[src/rtl/cpu_phase_sequencer_pkg.sv]
// Shared definitions for the CPU phase sequencer: FSM state encoding and
// the debug-mode constants driven onto the mode input.
package cpu_phase_sequencer_pkg;

  typedef enum logic [1:0] {
    ST_IDLE = 2'd0,
    ST_RUN  = 2'd1,
    ST_STEP = 2'd2,
    ST_HALT = 2'd3
  } seq_state_e;

  // mode input encoding; 2'b11 is treated the same as HOLD
  localparam logic [1:0] MODE_RUN  = 2'b00;
  localparam logic [1:0] MODE_STEP = 2'b01;
  localparam logic [1:0] MODE_HOLD = 2'b10;

endpackage

[src/rtl/bp_match.sv]
// PC breakpoint comparator array: one equality comparator per slot, gated by
// the per-slot enable. Purely combinational.
module bp_match #(
  parameter int PCW    = 32,
  parameter int NUM_BP = 2
) (
  input  logic [PCW-1:0]        pc,
  input  logic [NUM_BP*PCW-1:0] bp_addr,
  input  logic [NUM_BP-1:0]     bp_en,
  output logic [NUM_BP-1:0]     match
);

  // compare the PC against every enabled slot
  always_comb begin
    match = '0;
    for (int unsigned k = 0; k < NUM_BP; k++) begin
      match[k] = bp_en[k] && (bp_addr[k*PCW +: PCW] == pc);
    end
  end

endmodule

[src/rtl/cpu_phase_sequencer.sv]
// Multi-phase instruction sequencer with RUN / single-STEP / HALT debug
// control and sticky PC breakpoints. One phase is active per cycle; the last
// phase commits the instruction unless the memory stall holds it.
module cpu_phase_sequencer
  import cpu_phase_sequencer_pkg::*;
#(
  parameter int PHASES = 4,
  parameter int PCW    = 32,
  parameter int NUM_BP = 2
) (
  input  logic                       clk,
  input  logic                       rst,
  input  logic [1:0]                 mode,
  input  logic                       step_req,
  input  logic                       resume,
  input  logic                       stall,
  input  logic [PCW-1:0]             pc,
  input  logic [NUM_BP*PCW-1:0]      bp_addr,
  input  logic [NUM_BP-1:0]          bp_en,
  output logic [PHASES-1:0]          phase_en,
  output logic [$clog2(PHASES)-1:0]  phase_idx,
  output logic                       fetch_en,
  output logic                       commit_en,
  output logic                       running,
  output logic                       halted,
  output logic [NUM_BP-1:0]          bp_hit,
  output logic [31:0]                instr_count
);

  localparam int PIW = $clog2(PHASES);
  localparam logic [PIW-1:0] LAST_PH = PIW'(PHASES - 1);

  seq_state_e        state_q, state_d;
  logic [PIW-1:0]    phase_q, phase_d;
  logic [31:0]       instr_count_q, instr_count_d;
  logic [NUM_BP-1:0] bp_hit_q, bp_hit_d;
  logic              bp_skip_q, bp_skip_d;

  logic [NUM_BP-1:0] bp_match_vec;
  logic              exec_state;
  logic              bp_fire;
  logic              active;
  logic              at_last;

  bp_match #(
    .PCW    (PCW),
    .NUM_BP (NUM_BP)
  ) u_bp_match (
    .pc      (pc),
    .bp_addr (bp_addr),
    .bp_en   (bp_en),
    .match   (bp_match_vec)
  );

  // Breakpoints are only checked at the start of a RUN instruction; bp_skip
  // lets the instruction that caused the halt execute once after resume.
  always_comb begin
    exec_state = (state_q == ST_RUN) || (state_q == ST_STEP);
    at_last    = (phase_q == LAST_PH);
    bp_fire    = (state_q == ST_RUN) && (phase_q == '0) && !bp_skip_q && (|bp_match_vec);
    active     = exec_state && !bp_fire;
  end

  // next-state logic for the sequencer FSM, phase counter and debug state
  always_comb begin
    state_d       = state_q;
    phase_d       = phase_q;
    instr_count_d = instr_count_q;
    bp_hit_d      = bp_hit_q;
    bp_skip_d     = bp_skip_q;

    case (state_q)
      ST_IDLE: begin
        phase_d = '0;
        if (mode == MODE_RUN) begin
          state_d = ST_RUN;
        end else if ((mode == MODE_STEP) && step_req) begin
          state_d = ST_STEP;
        end
      end

      ST_RUN, ST_STEP: begin
        if (bp_fire) begin
          bp_hit_d = bp_hit_q | bp_match_vec;
          phase_d  = '0;
          state_d  = ST_HALT;
        end else if (!stall) begin
          if (at_last) begin
            phase_d       = '0;
            instr_count_d = instr_count_q + 32'd1;
            bp_skip_d     = 1'b0;
            // mode is only sampled at the commit boundary in RUN
            if ((state_q == ST_STEP) || (mode != MODE_RUN)) begin
              state_d = ST_IDLE;
            end
          end else begin
            phase_d = phase_q + PIW'(1);
          end
        end
      end

      ST_HALT: begin
        if (resume) begin
          state_d   = ST_RUN;
          bp_skip_d = 1'b1;
        end
      end

      default: begin
        state_d = ST_IDLE;
        phase_d = '0;
      end
    endcase
  end

  // sequencer state registers with synchronous reset
  always_ff @(posedge clk) begin
    if (rst) begin
      state_q       <= ST_IDLE;
      phase_q       <= '0;
      instr_count_q <= '0;
      bp_hit_q      <= '0;
      bp_skip_q     <= 1'b0;
    end else begin
      state_q       <= state_d;
      phase_q       <= phase_d;
      instr_count_q <= instr_count_d;
      bp_hit_q      <= bp_hit_d;
      bp_skip_q     <= bp_skip_d;
    end
  end

  // output decode: one-hot phase enable suppressed on a breakpoint cycle
  always_comb begin
    phase_en = '0;
    for (int unsigned i = 0; i < PHASES; i++) begin
      phase_en[i] = active && (phase_q == PIW'(i));
    end
    fetch_en    = phase_en[0];
    commit_en   = phase_en[PHASES-1] & ~stall;
    phase_idx   = phase_q;
    running     = exec_state;
    halted      = (state_q == ST_HALT);
    bp_hit      = bp_hit_q;
    instr_count = instr_count_q;
  end

endmodule

[config.mk]
export PLATFORM = sky130hd
export DESIGN_NAME = cpu_phase_sequencer
export DESIGN_NICKNAME = d
export VERILOG_FILES = /design/src/rtl/cpu_phase_sequencer_pkg.sv /design/src/rtl/bp_match.sv /design/src/rtl/cpu_phase_sequencer.sv
export SDC_FILE = /design/constraint.sdc
export NUM_CORES = 1
export LEC_CHECK = 0
export CORE_UTILIZATION = 40
export DETAILED_ROUTE_END_ITERATION = 8
export PLACE_DENSITY = 0.8
export SETUP_SLACK_MARGIN = 0.3
export SKIP_CTS_REPAIR_TIMING = 1
export SLEW_MARGIN = 30
export SYNTH_ARGS = -nofsm -noshare
export SYNTH_HDL_FRONTEND = slang
export SYNTH_SLANG_ARGS = --single-unit
[constraint.sdc]
create_clock -name clk -period 3.03 [get_ports clk]
set_input_delay 0.4545 -clock clk [delete_from_list [all_inputs] [get_ports clk]]
set_output_delay 0.4545 -clock clk [all_outputs]
set_load 0.1 [all_outputs]
==> results.toml <==
[run_status]
status = "complete, but fails checks"
failed_checks = "setup timing"

[synthesis]
synth_seq_area_share = 0.276
syn_avg_cell_area_um2 = 8.10
yosys_warnings = 0
syn_inst = 349
synth_seq_cells = 39
ys_async_sr_fraction = 0
synth_area_mm2 = 0.00283
syn-num-nets = 463
synth-edff-count = 0
synthFlopType = "dfxtp_1"
synth.distinct_cells = 41

[routing]
ant_nets = 0
vias = 3222
drt_iter0_drc = 147
post-route-drc-count = 0
wire_per_inst_um = 15.2
vias_per_cell = 5.11
firstDrtPassIters = 4
routed_wl_um = 9600

[power_and_ir_drop]
power_switching_w = 0.000841
power_leakage_nw = 1.97
ir_worst_vdd_mv = 0.230
internal_power_w = 0.00116
power_density_mw_per_mm2 = 414
seq_power_share = 0.274
netSwitchingFraction = 0.419
p_clk_frac = 0.168
combPwrFrac = 0.558

[die]
rows = 30
die_area_mm2 = 0.00741
start_util = 0.416
fp.dieW_um = 86.1
dieHeight_um = 86.1
core_area_mm2 = 0.00679
num_io_pins = 149

[finish]
area_delta_synth_final_pct = 71.3
multi_input_area_mm2 = 0.00209
fin_area_mm2 = 0.00484
finalNonFillerCells = 630
nFillCells = 538
drive_gt1_frac = 0.220
finalNetCount = 646
layout.area.seq_um2 = 791

[critical_path]
critPathTopFamily = "simple AND/OR/NAND/NOR gates"
critical_path_class = "in -> out"
cp_num_cells = 8
crit_fanout = 5
worst-path-buf-inv = 2
reg2regPathDepth = 8
required_ps = 2580
slowest_stage = "or4_4"
crit_path_max_incr_delay_ps = 560
rrSetupSlack_ps = 580
worstPathArrival_ps = 2600
crit_path_start_kind = "input pin"
path_cells = "clkbuf_2 -> xor2_1 -> or4_1 -> or4_4 -> nor4_4 -> a221oi_4 -> and2_4 -> buf_12"
worst_setup_path_end_kind = "primary output"

[timing]
hold_viol = 0
worstMarginPinSlew_ps = 491
setup_slack_ps = -21.1
rsz0062_at_grt = "true"
min_period_ps = 3050
report.final.slew_viol_count = 0
finalCritPeriodShare = 1.01
hold_slack_ps = 487
fin_skew_ps = 8.12
slew_headroom = 0.668
fin_tns_setup_ps = -41.3
setup_viol = 2
max_freq_ghz = 0.328

[grt]
grt_pass1_wl_um = 14800
grt_usage = 0.254
grt_pass1_vias = 3190
antenna_found_initial = 1
grt_max_degree = 31
overflow = 0

[clocking]
cts_root_buf = "clkbuf_8"
numCtsBuffers = 5
cts.sinks = 39
cts_tree = "built"
clk_latency_ps = 290
clk_pin_slew_ps = 70
cts-htree-levels = 2
cts_buffer_depth = 2

[min_path]
hold_depth = 1
hp-class = "reg -> reg"

[place]
io_buffers = 148
place_inst = 618
detailed_place.area_mm2 = 0.00464
gp_congestion = 0.989
hpwl_um = 7960

[job]
drv_cap = 0
-- worst reg2reg max path, cell delays in order (launching register included) --
cell and delay [ps]:
dfxtp_1 370, inv_1 110, ha_4 320, and3b_1 250, nand2_1 140, nor4_2 380
nand4_1 260, or3_1 370, a21oi_1 170
-- flip-flops by register name (all words and copies together) (netlist names) --
register,flops
state_q,2
phase_idx,2
bp_hit,2
bp_skip_q,1
instr_count,32
-- cell usage after synthesis, types with 7 or more instances --
library cell | n | area (µm²)
and2_1 | 9 | 56.3
xnor2_1 | 64 | 561
nor4_1 | 9 | 56.3
dfxtp_1 | 39 | 781
ha_1 | 9 | 113
nand4_1 | 25 | 156
xor2_1 | 27 | 236
o21ai_0 | 8 | 40.0
and3_1 | 7 | 43.8
inv_1 | 12 | 45.0
nor2_1 | 36 | 135
nand2_1 | 30 | 113
a21oi_1 | 11 | 55.1
nand3_1 | 19 | 95.1
-- metrics by stage --
stage / worst slack (ps) / power, W / utilization
detailed placement: -257 / 0.00166 / 0.683
CTS: -257 / 0.00199 / 0.695
floorplan: 234 / 0.00129 / -
finish: -21.1 / 0.00200 / 0.713
global placement: -244 / 0.00164 / 0.683
global route: -88.9 / 0.00211 / 0.713
-- layout by cell type (no fill, tap or decap), types with 6 or more instances in the layout --
cell	count
clkdlybuf4s50_1	86
o21ai_0	8
nand2_1	30
a21oi_1	11
dfxtp_2	8
ha_1	8
inv_1	12
and3_1	7
xnor2_2	8
nor2_1	35
nand4_1	25
nor4_1	7
xnor2_1	56
nand3_1	19
buf_12	6
xor2_1	27
dfxtp_1	31
buf_4	71
dlymetal6s2s_1	12
-- layout make-up --
class,instances,share of cell area
multi-input cells,293,0.433
repair buffers,181,0.353
flip-flops and latches,39,0.163
well taps,96,0.0248
clock buffers,7,0.0158
inverters,12,0.00930
clock inverters,1,0.00103
diodes,1,0.000517
-- power by group through the flow --
stage               sequential [W]  clock, W  combinational (W)
floorplan                 0.000593         0           0.000694
global placement          0.000560         0            0.00108
detailed placement        0.000562         0            0.00109
CTS                       0.000550  0.000343            0.00110
global route              0.000552  0.000364            0.00119
finish                    0.000550  0.000337            0.00112
-- metal layers --
layer	routed length (µm)	vias to the layer above	track usage
met2	4850	129	0.448
met5	0	-	0
met4	211	0	0.0712
met1	3940	1495	0.311
li1	-	1580	-
met3	598	18	0.0529
-- worst paths after layout --
path                            from                           end
max reg2reg  state_q[0]$_SDFFE_PP0P_  instr_count[26]$_SDFFE_PP0P_
max                            pc[1]                      fetch_en
min           bp_hit[0]$_SDFFE_PP0P_        bp_hit[0]$_SDFFE_PP0P_
min reg2reg   bp_hit[0]$_SDFFE_PP0P_        bp_hit[0]$_SDFFE_PP0P_
-- cell families (layout without fill, tap and decap cells) --
family          Yosys count  count (layout)  share of synthesized area
fa+ha+maj                 9               9                     0.0398
flops                    39              39                      0.276
other cells               0               1                          0
xor+xnor                 91              91                      0.282
mux                       1               1                    0.00354
compound gates           32              32                     0.0735
buf+inv                  17             201                     0.0239
simple gates            160             160                      0.301
Power figures use the tool's default switching activity.
